==> src/rtl/w0_refresh_ctrl_if.sv <==
// ---------------------------------------------------------------------------
// w0_refresh_ctrl_if
// Bus bundle between the W0 refresh sequencer and its three neighbours:
// the adaptive W filter read port, the coefficient quantizer, and W0's
// update port.
//
//   rd_idx_out   : W filter coefficient read index      (sequencer -> W)
//   rd_coeff_in  : W filter coefficient, RD_LAT later   (W -> sequencer)
//   q_valid_out  : coefficient valid toward quantizer   (sequencer -> Q)
//   q_coeff_out  : coefficient toward quantizer         (sequencer -> Q)
//   w0_valid_out : W0 update strobe                     (sequencer -> W0)
//   w0_idx_out   : W0 tap being updated                 (sequencer -> W0)
//
// master : the sequencer side; slave : the surrounding datapath side.
// ---------------------------------------------------------------------------
interface w0_refresh_ctrl_if #(
  parameter int W0_N    = 512,
  parameter int W_N     = 16,
  parameter int COEFF_W = 16
);
  logic        [$clog2(W_N)-1:0]  rd_idx_out;
  logic signed [COEFF_W-1:0]      rd_coeff_in;
  logic                           q_valid_out;
  logic signed [COEFF_W-1:0]      q_coeff_out;
  logic                           w0_valid_out;
  logic        [$clog2(W0_N)-1:0] w0_idx_out;

  modport master (
    output rd_idx_out, q_valid_out, q_coeff_out, w0_valid_out, w0_idx_out,
    input  rd_coeff_in
  );

  modport slave (
    input  rd_idx_out, q_valid_out, q_coeff_out, w0_valid_out, w0_idx_out,
    output rd_coeff_in
  );
endinterface

==> src/rtl/w0_refresh_ctrl.sv <==
// ---------------------------------------------------------------------------
// w0_refresh_ctrl
// Sequencer for the primary-path W0 coefficient refresh. After the first
// primary-path sample it sweeps every W0 tap index k = 0..W0_N-1, one per
// cycle. For each k it reads the matching W coefficient, forwards it to the
// quantizer and issues k to W0 delayed to line up with the quantizer output.
// Each sweep is followed by a drain (pipeline flush) and an inter-sweep gap.
//
// Ports:
//   clock, reset        : clock, synchronous active-high reset
//   up_valid_in         : primary-path sample valid; first one marks boot
//   freeze_in           : inhibit the start of new sweeps
//   gap_cycles_in       : idle cycles between sweeps (sampled on GAP entry)
//   bootup_done_out     : sticky boot flag
//   busy_out            : high while sweeping or draining
//   sweep_done_out      : one-cycle pulse after the last W0 strobe of a sweep
//   bus (master)        : W read port, quantizer and W0 update signals
//
// Build option: define W0_REFRESH_GAP_EN to let gap_cycles_in set the gap
// length; otherwise the gap is always a single cycle and gap_cycles_in is
// ignored.
// ---------------------------------------------------------------------------
module w0_refresh_ctrl #(
  parameter int W0_N        = 512,
  parameter int W_N         = 16,
  parameter int RATIO_SHIFT = 5,
  parameter int COEFF_W     = 16,
  parameter int RD_LAT      = 1,
  parameter int Q_LAT       = 1,
  parameter int GAP_W       = 16
) (
  input  logic             clock,
  input  logic             reset,
  input  logic             up_valid_in,
  input  logic             freeze_in,
  input  logic [GAP_W-1:0] gap_cycles_in,
  output logic             bootup_done_out,
  output logic             busy_out,
  output logic             sweep_done_out,
  w0_refresh_ctrl_if.master bus
);

  localparam int W0_IW  = $clog2(W0_N);
  localparam int RD_IW  = $clog2(W_N);
  // Issue-to-W0 alignment: read latency + capture register + quantizer.
  localparam int PIPE_L = RD_LAT + 1 + Q_LAT;
  localparam int CNT_W  = 4;

  localparam logic [W0_IW-1:0] K_LAST     = W0_IW'(W0_N - 1);
  localparam logic [CNT_W-1:0] DRAIN_LAST = CNT_W'(PIPE_L - 1);
  localparam logic [W0_IW:0]   ROUND_HALF = (W0_IW+1)'((2**RATIO_SHIFT) / 2);
  localparam logic [W0_IW:0]   RD_MAX     = (W0_IW+1)'(W_N - 1);

  typedef enum logic [1:0] {
    S_IDLE,
    S_SWEEP,
    S_DRAIN,
    S_GAP
  } state_t;

  state_t                     state_q, state_d;
  logic        [W0_IW-1:0]    k_q, k_d;
  logic        [CNT_W-1:0]    drain_q, drain_d;
  logic        [GAP_W-1:0]    gap_q, gap_d;
  logic                       boot_q, boot_d;
  logic                       done_q, done_d;
  logic        [RD_IW-1:0]    rd_idx_q, rd_idx_d;
  logic        [PIPE_L-1:0]   vld_sr_q, vld_sr_d;
  logic        [W0_IW-1:0]    idx_sr_q [PIPE_L];
  logic        [W0_IW-1:0]    idx_sr_d [PIPE_L];
  logic                       q_valid_q, q_valid_d;
  logic signed [COEFF_W-1:0]  q_coeff_q, q_coeff_d;

  logic                       issue_vld;
  logic        [PIPE_L:0]     vld_taps;
  logic                       cap_vld;
  logic        [GAP_W-1:0]    gap_load;

  // Rounded down-mapping from W0 tap index to W tap index. The sum is one
  // bit wider than k so the rounding offset cannot wrap the top indices
  // back to 0; the result is clamped to the last W tap instead.
  function automatic logic [RD_IW-1:0] map_idx(input logic [W0_IW-1:0] k);
    logic [W0_IW:0] sum;
    sum = {1'b0, k} + ROUND_HALF;
    sum = sum >> RATIO_SHIFT;
    if (sum > RD_MAX) begin
      return RD_MAX[RD_IW-1:0];
    end
    return sum[RD_IW-1:0];
  endfunction

`ifdef W0_REFRESH_GAP_EN
  assign gap_load = gap_cycles_in;
`else
  assign gap_load = GAP_W'(1);
  logic unused_gap;
  assign unused_gap = ^gap_cycles_in;
`endif

  // ---- state register ----
  always_ff @(posedge clock) begin
    if (reset) begin
      state_q   <= S_IDLE;
      k_q       <= '0;
      drain_q   <= '0;
      gap_q     <= '0;
      boot_q    <= 1'b0;
      done_q    <= 1'b0;
      rd_idx_q  <= '0;
      vld_sr_q  <= '0;
      q_valid_q <= 1'b0;
      q_coeff_q <= '0;
      for (int i = 0; i < PIPE_L; i++) begin
        idx_sr_q[i] <= '0;
      end
    end else begin
      state_q   <= state_d;
      k_q       <= k_d;
      drain_q   <= drain_d;
      gap_q     <= gap_d;
      boot_q    <= boot_d;
      done_q    <= done_d;
      rd_idx_q  <= rd_idx_d;
      vld_sr_q  <= vld_sr_d;
      q_valid_q <= q_valid_d;
      q_coeff_q <= q_coeff_d;
      for (int i = 0; i < PIPE_L; i++) begin
        idx_sr_q[i] <= idx_sr_d[i];
      end
    end
  end

  // ---- next state ----
  always_comb begin
    state_d  = state_q;
    k_d      = k_q;
    drain_d  = drain_q;
    gap_d    = gap_q;
    done_d   = 1'b0;
    boot_d   = boot_q | up_valid_in;
    rd_idx_d = rd_idx_q;

    unique case (state_q)
      S_IDLE: begin
        if (boot_q && !freeze_in) begin
          state_d = S_SWEEP;
          k_d     = '0;
        end
      end
      // freeze_in is deliberately not looked at here: a started sweep runs
      // to its last index.
      S_SWEEP: begin
        if (k_q == K_LAST) begin
          state_d = S_DRAIN;
          drain_d = '0;
        end else begin
          k_d = k_q + 1'b1;
        end
      end
      S_DRAIN: begin
        if (drain_q == DRAIN_LAST) begin
          state_d = S_GAP;
          gap_d   = gap_load;
          done_d  = 1'b1;
        end else begin
          drain_d = drain_q + 1'b1;
        end
      end
      S_GAP: begin
        // A loaded count of 0 or 1 both give one GAP cycle.
        if (gap_q <= GAP_W'(1)) begin
          if (freeze_in) begin
            state_d = S_IDLE;
          end else begin
            state_d = S_SWEEP;
            k_d     = '0;
          end
        end else begin
          gap_d = gap_q - 1'b1;
        end
      end
      default: state_d = S_IDLE;
    endcase

    // Read index follows the index being issued next cycle; holds otherwise.
    if (state_d == S_SWEEP) begin
      rd_idx_d = map_idx(k_d);
    end
  end

  // ---- issue / capture / W0 alignment pipelines ----
  assign issue_vld = (state_q == S_SWEEP);
  // vld_taps[j] is the issue-valid delayed by j cycles.
  assign vld_taps  = {vld_sr_q, issue_vld};
  assign cap_vld   = vld_taps[RD_LAT];

  always_comb begin
    vld_sr_d    = vld_taps[PIPE_L-1:0];
    idx_sr_d[0] = k_q;
    for (int i = 1; i < PIPE_L; i++) begin
      idx_sr_d[i] = idx_sr_q[i-1];
    end
    q_valid_d = cap_vld;
    q_coeff_d = cap_vld ? bus.rd_coeff_in : q_coeff_q;
  end

  assign bus.rd_idx_out   = rd_idx_q;
  assign bus.q_valid_out  = q_valid_q;
  assign bus.q_coeff_out  = q_coeff_q;
  assign bus.w0_valid_out = vld_sr_q[PIPE_L-1];
  assign bus.w0_idx_out   = idx_sr_q[PIPE_L-1];
  assign bootup_done_out  = boot_q;
  assign busy_out         = (state_q == S_SWEEP) || (state_q == S_DRAIN);
  assign sweep_done_out   = done_q;

endmodule

==> src/flat_wrapper.sv <==
// flat-port wrapper written by rule: the top's interface ports become plain ports
module w0_refresh_ctrl_flat 
#(
  parameter int W0_N        = 512,
  parameter int W_N         = 16,
  parameter int RATIO_SHIFT = 5,
  parameter int COEFF_W     = 16,
  parameter int RD_LAT      = 1,
  parameter int Q_LAT       = 1,
  parameter int GAP_W       = 16
)
  (clock, reset, up_valid_in, freeze_in, gap_cycles_in, bootup_done_out, busy_out, sweep_done_out, bus_rd_idx_out, bus_q_valid_out, bus_q_coeff_out, bus_w0_valid_out, bus_w0_idx_out, bus_rd_coeff_in);
  w0_refresh_ctrl_if #(.W0_N(W0_N), .W_N(W_N), .COEFF_W(COEFF_W)) bus_i ();
  input  logic clock;
  input  logic reset;
  input  logic up_valid_in;
  input  logic freeze_in;
  input  logic [GAP_W-1:0] gap_cycles_in;
  output logic bootup_done_out;
  output logic busy_out;
  output logic sweep_done_out;
  output wire logic [$bits(bus_i.rd_idx_out)-1:0] bus_rd_idx_out;
  output wire logic [$bits(bus_i.q_valid_out)-1:0] bus_q_valid_out;
  output wire logic [$bits(bus_i.q_coeff_out)-1:0] bus_q_coeff_out;
  output wire logic [$bits(bus_i.w0_valid_out)-1:0] bus_w0_valid_out;
  output wire logic [$bits(bus_i.w0_idx_out)-1:0] bus_w0_idx_out;
  input wire logic [$bits(bus_i.rd_coeff_in)-1:0] bus_rd_coeff_in;
  assign bus_rd_idx_out = bus_i.rd_idx_out;
  assign bus_q_valid_out = bus_i.q_valid_out;
  assign bus_q_coeff_out = bus_i.q_coeff_out;
  assign bus_w0_valid_out = bus_i.w0_valid_out;
  assign bus_w0_idx_out = bus_i.w0_idx_out;
  assign bus_i.rd_coeff_in = bus_rd_coeff_in;
  w0_refresh_ctrl #(.W0_N(W0_N), .W_N(W_N), .RATIO_SHIFT(RATIO_SHIFT), .COEFF_W(COEFF_W), .RD_LAT(RD_LAT), .Q_LAT(Q_LAT), .GAP_W(GAP_W)) u_core (.clock(clock), .reset(reset), .up_valid_in(up_valid_in), .freeze_in(freeze_in), .gap_cycles_in(gap_cycles_in), .bootup_done_out(bootup_done_out), .busy_out(busy_out), .sweep_done_out(sweep_done_out), .bus(bus_i));
endmodule
==> config.mk <==
export PLATFORM = sky130hd
export DESIGN_NAME = w0_refresh_ctrl_flat
export DESIGN_NICKNAME = d
export VERILOG_FILES = /design/src/rtl/w0_refresh_ctrl_if.sv /design/src/rtl/w0_refresh_ctrl.sv /design/src/flat_wrapper.sv
export SDC_FILE = /design/constraint.sdc
export NUM_CORES = 1
export LEC_CHECK = 0
export ABC_AREA = 1
export ABC_CLOCK_PERIOD_IN_PS = 1700
export BUFFER_PORTS_ARGS = -buffer_cell sky130_fd_sc_hd__buf_2
export CAP_MARGIN = 10
export CORE_MARGIN = 3
export CORE_UTILIZATION = 49
export DETAILED_ROUTE_END_ITERATION = 12
export PLACE_DENSITY = 0.86
export SYNTH_ARGS = -nofsm -noshare
export SYNTH_HDL_FRONTEND = slang
export SYNTH_SLANG_ARGS = --single-unit
==> constraint.sdc <==
create_clock -name clock -period 1.7 [get_ports clock]
set_input_delay 0.085 -clock clock [delete_from_list [all_inputs] [get_ports clock]]
set_output_delay 0.085 -clock clock [all_outputs]
set_load 0.01 [all_outputs]
==> flow_summary.yaml <==
worst_hold_path:
  holdPathEnd: "u_core.vld_sr_q[2]"
  min_path_cells: 2
  min_from: "reset"
  min_path_type: "input pin to flop"
cells_and_area:
  antennaDiodeCount: 0
  syn2layout_area_growth_pct: 46.4
  finalInstanceArea_um2: 5250
  final_cells: 723
  multiInputGateArea_um2: 1930
  fillCellCount: 415
  area.sequential_um2: 1670
  drive_gt1_share_pct: 38.1
  nNetsFinal: 668
detailed_routing:
  vias: 3922
  dr.pass1.iters: 5
  drc: 0
  wl_per_cell_um: 15.5
  ant_nets: 0
  wl_um: 11200
  via_per_inst: 5.42
  drtIter0Drc: 410
synthesis:
  yosys.area_share.simple_pct: 30.1
  ys_types: 32
  synth_cells: 473
  synth_area_um2: 3580
  synth.area.top_cells: "dfxtp_1 (46%), nor2_1 (10%), inv_1 (6.6%)"
  synth.net_count: 519
  avgSynthCellArea_um2: 7.58
  yosys_warnings: 0
  yosys-mux-area-fraction_pct: 0
  yosysSeqAreaShare_pct: 46.4
  synth.top_cell.area_share_pct: 46.4
  synth_top_family_by_area: "simple AND/OR/NAND/NOR gates"
  synth_compound_area_share_pct: 9.85
  synth_seq_cells: 83
  synth_area_leader_cell: "dfxtp_1"
  synth_fa_ha_area_share_pct: 3.49
  synth_xor_area_share_pct: 1.96
cts:
  ctsHtreeMaxLevel: 3
  cts_tree: "done"
  cts-buffers-inserted: 9
  clockRootBuffer: "clkbuf_8"
  path_clk_slew_ps: 80
  clk_latency_ps: 360
  clockBufferDepth: 2
  cts.sinks: 83
floorplanning:
  io_pins: 70
  die_w_um: 91.5
  start_util_pct: 51.6
  core-area_um2: 6940
  dieArea_um2: 8380
  rows: 30
  die_h_um: 91.5
sta:
  max_freq_ghz: 0.487
  worst_clock_skew_ps: 16.9
  rsz0062_at_grt: "yes"
  setup_ws_ps: -351
  drv_slew: 0
  hold_ws_ps: 90.1
  min_period_ps: 2050
  hold_violations: 0
  worst_pin_slew_ps: 452
  setup_viol_count_final: 25
  period_share_pct: 121
  relSlewSlack_pct: 69.7
setup_path:
  required_ps: 1950
  reg2reg_to: "u_core.bus.rd_idx_out[1]"
  worst_setup_path_end_kind: "flop"
  reg2reg_from: "u_core.gap_q[0]"
  reg2reg_depth: 16
  cp_top_family: "simple AND/OR/NAND/NOR gates"
  path_cells: "inv_2 > ha_4 > inv_2 > nand2_2 > nand3_2 > nor2_4 > nand3_4 > nand3_4 > nand2_4 > nand2_4 > nand2_4 > ha_4 > xnor2_2 > nand2_1 > nor2_1 > nor2_1"
  cp_num_buf_inv: 2
  path_class: "flop to flop"
  critPathLaunchType: "flop"
  crit_slowest_cell: "dfxtp_4"
  slowest_delay_ps: 370
  reg2reg_setup_slack_ps: -350
  worstPathArrival_ps: 2300
  critPathMaxFanout: 4
  worst_path_most_repeated_cell: "nand2_4"
status:
  violations: "setup timing"
  status: "finished, violations left"
global_routing:
  grt_pass1_wl_um: 16500
  antenna_found_initial: 0
  grt_pass1_vias: 3716
  grt_max_degree: 33
  grt_overflow: 0
  grt_util_all_layers_pct: 24.0
power_and_ir_drop:
  peakVddDrop_mv: 0.576
  power_mw: 4.16
  p_per_area_nw_per_um2: 793
  p_leak_nw: 2.48
placement:
  place_congestion: 0.871
  placed_area_um2: 4500
  dp.cells: 681
  dp_slack_ps: -236
  port_buffers: 53
  dp_hpwl_um: 6130
run:
  maxCapViolations: 0
flip-flops by register name, summed over array words and instances (netlist names):
| register | count |
|---|---|
| u_core.k_q | 9 |
| u_core.idx_sr_q | 27 |
| u_core.bootup_done_out | 1 |
| u_core.drain_q | 4 |
| u_core.bus.rd_idx_out | 4 |
| u_core.gap_q | 16 |
| u_core.state_q | 2 |
| u_core.sweep_done_out | 1 |
| u_core.bus.q_coeff_out | 16 |
| u_core.vld_sr_q | 3 |
per-layer routing:
| metal | vias up | GRT usage [%] | routed length, µm |
|---|---|---|---|
| li1 | 1812 | - | - |
| met1 | 1811 | 26.4 | 4290 |
| met2 | 228 | 42.0 | 5490 |
| met3 | 71 | 5.88 | 783 |
| met4 | 0 | 13.2 | 627 |
| met5 | - | 0 | 0 |
power by group:
| group | leakage [nW] | switching [mW] | total, mW | internal, mW |
|---|---|---|---|---|
| logic | 1.71 | 0.356 | 0.637 | 0.281 |
| registers | 0.675 | 0.0532 | 2.08 | 2.03 |
| clock network | 0.0999 | 0.716 | 1.44 | 0.725 |
cell usage in the layout (no fill, tap or decap), types with 2 or more instances in the layout:
cell,synthesis,routed
nor3b_2,0,2
o21ai_0,32,23
buf_6,0,9
a21oi_2,0,6
o21ai_2,2,4
dfxtp_1,83,77
ha_1,10,4
nand2_1,54,43
nand2_4,2,6
nand3_2,3,4
a211oi_1,2,2
clkbuf_8,0,10
o21ai_1,4,10
xor2_1,6,6
nor2_4,5,7
buf_2,3,53
nor2_1,99,98
nor4_2,0,2
nor3_2,1,5
nand3_4,0,5
nor2_2,5,4
nor3_1,10,5
inv_2,3,9
inv_1,63,55
dlygate4sd3_1,0,17
nand4_1,12,12
dfxtp_2,0,5
a31oi_1,5,4
ha_4,0,5
nand3_1,18,12
nand2_2,11,18
a21oi_1,20,14
inv_4,0,2
buf_4,0,70
through the flow:
stage	setup TNS [ps]	utilization, %
after CTS	-1580	72.1
after floorplan	-364	-
final	-3970	75.5
after detailed placement	-1380	64.8
after global placement	-602	64.8
after global routing	-6760	75.5
Yosys cell counts:
cell type and number:
o21ai_2 2, dfxtp_1 83, xor2_1 6, nor3_2 1
xnor2_1 2, o41ai_1 1, nor2_2 5, o21ai_0 32
buf_1 4, nand2_4 2, nor3b_1 3, nand4_4 1
inv_2 3, nand2_2 11, clkbuf_1 4, a21oi_1 20
nor2_1 99, nor2_4 5, o21ai_1 4, ha_1 10
nand4_1 12, clkinv_1 1, buf_2 3, nand2_1 54
and3_1 1, inv_1 63, a211oi_1 2, nor3_1 10
a31oi_1 5, nor4_1 3, nand3_1 18, nand3_2 3
area by class of cell:
class                           instances  area share (%)
Clock buffer                           11            2.69
Sequential cell                        83            31.9
Tap cell                               96            2.29
Multi-Input combinational cell        312            36.9
Timing Repair Buffer                  149            20.2
Inverter                               67            4.89
Clock inverter                          5            1.14
timing repair:
item	4_1_cts	5_1_grt
hold buffers	17	0
hold endpoints to repair	17	0
gates resized for setup	25	58
cloned	0	0
endpoints found under the setup margin	20	32
pin swaps	13	18
setup buffers	6	6
worst max-delay path by stage:
stage	startpoint	endpoint	slack (ps)	cells past startpoint
final	u_core.gap_q[0]	u_core.bus.rd_idx_out[1]	-350	16
after global routing	u_core.gap_q[0]	u_core.bus.rd_idx_out[1]	-470	16
after CTS	u_core.gap_q[1]	u_core.bus.rd_idx_out[3]	-200	17
after floorplan	u_core.gap_q[1]	u_core.bus.rd_idx_out[1]	-100	16
after detailed placement	u_core.gap_q[1]	u_core.bus.rd_idx_out[3]	-240	18
after global placement	u_core.gap_q[1]	u_core.bus.rd_idx_out[1]	-180	16
logic make-up after synthesis:
family,after synthesis
AO/OA/AOI/OAI,66
XOR/XNOR,8
adder cells (fa/ha/maj),10
buffers and inverters,78
flip-flops,83
AND/OR/NAND/NOR,228
Note: power is estimated with default switching activity, not from simulation.
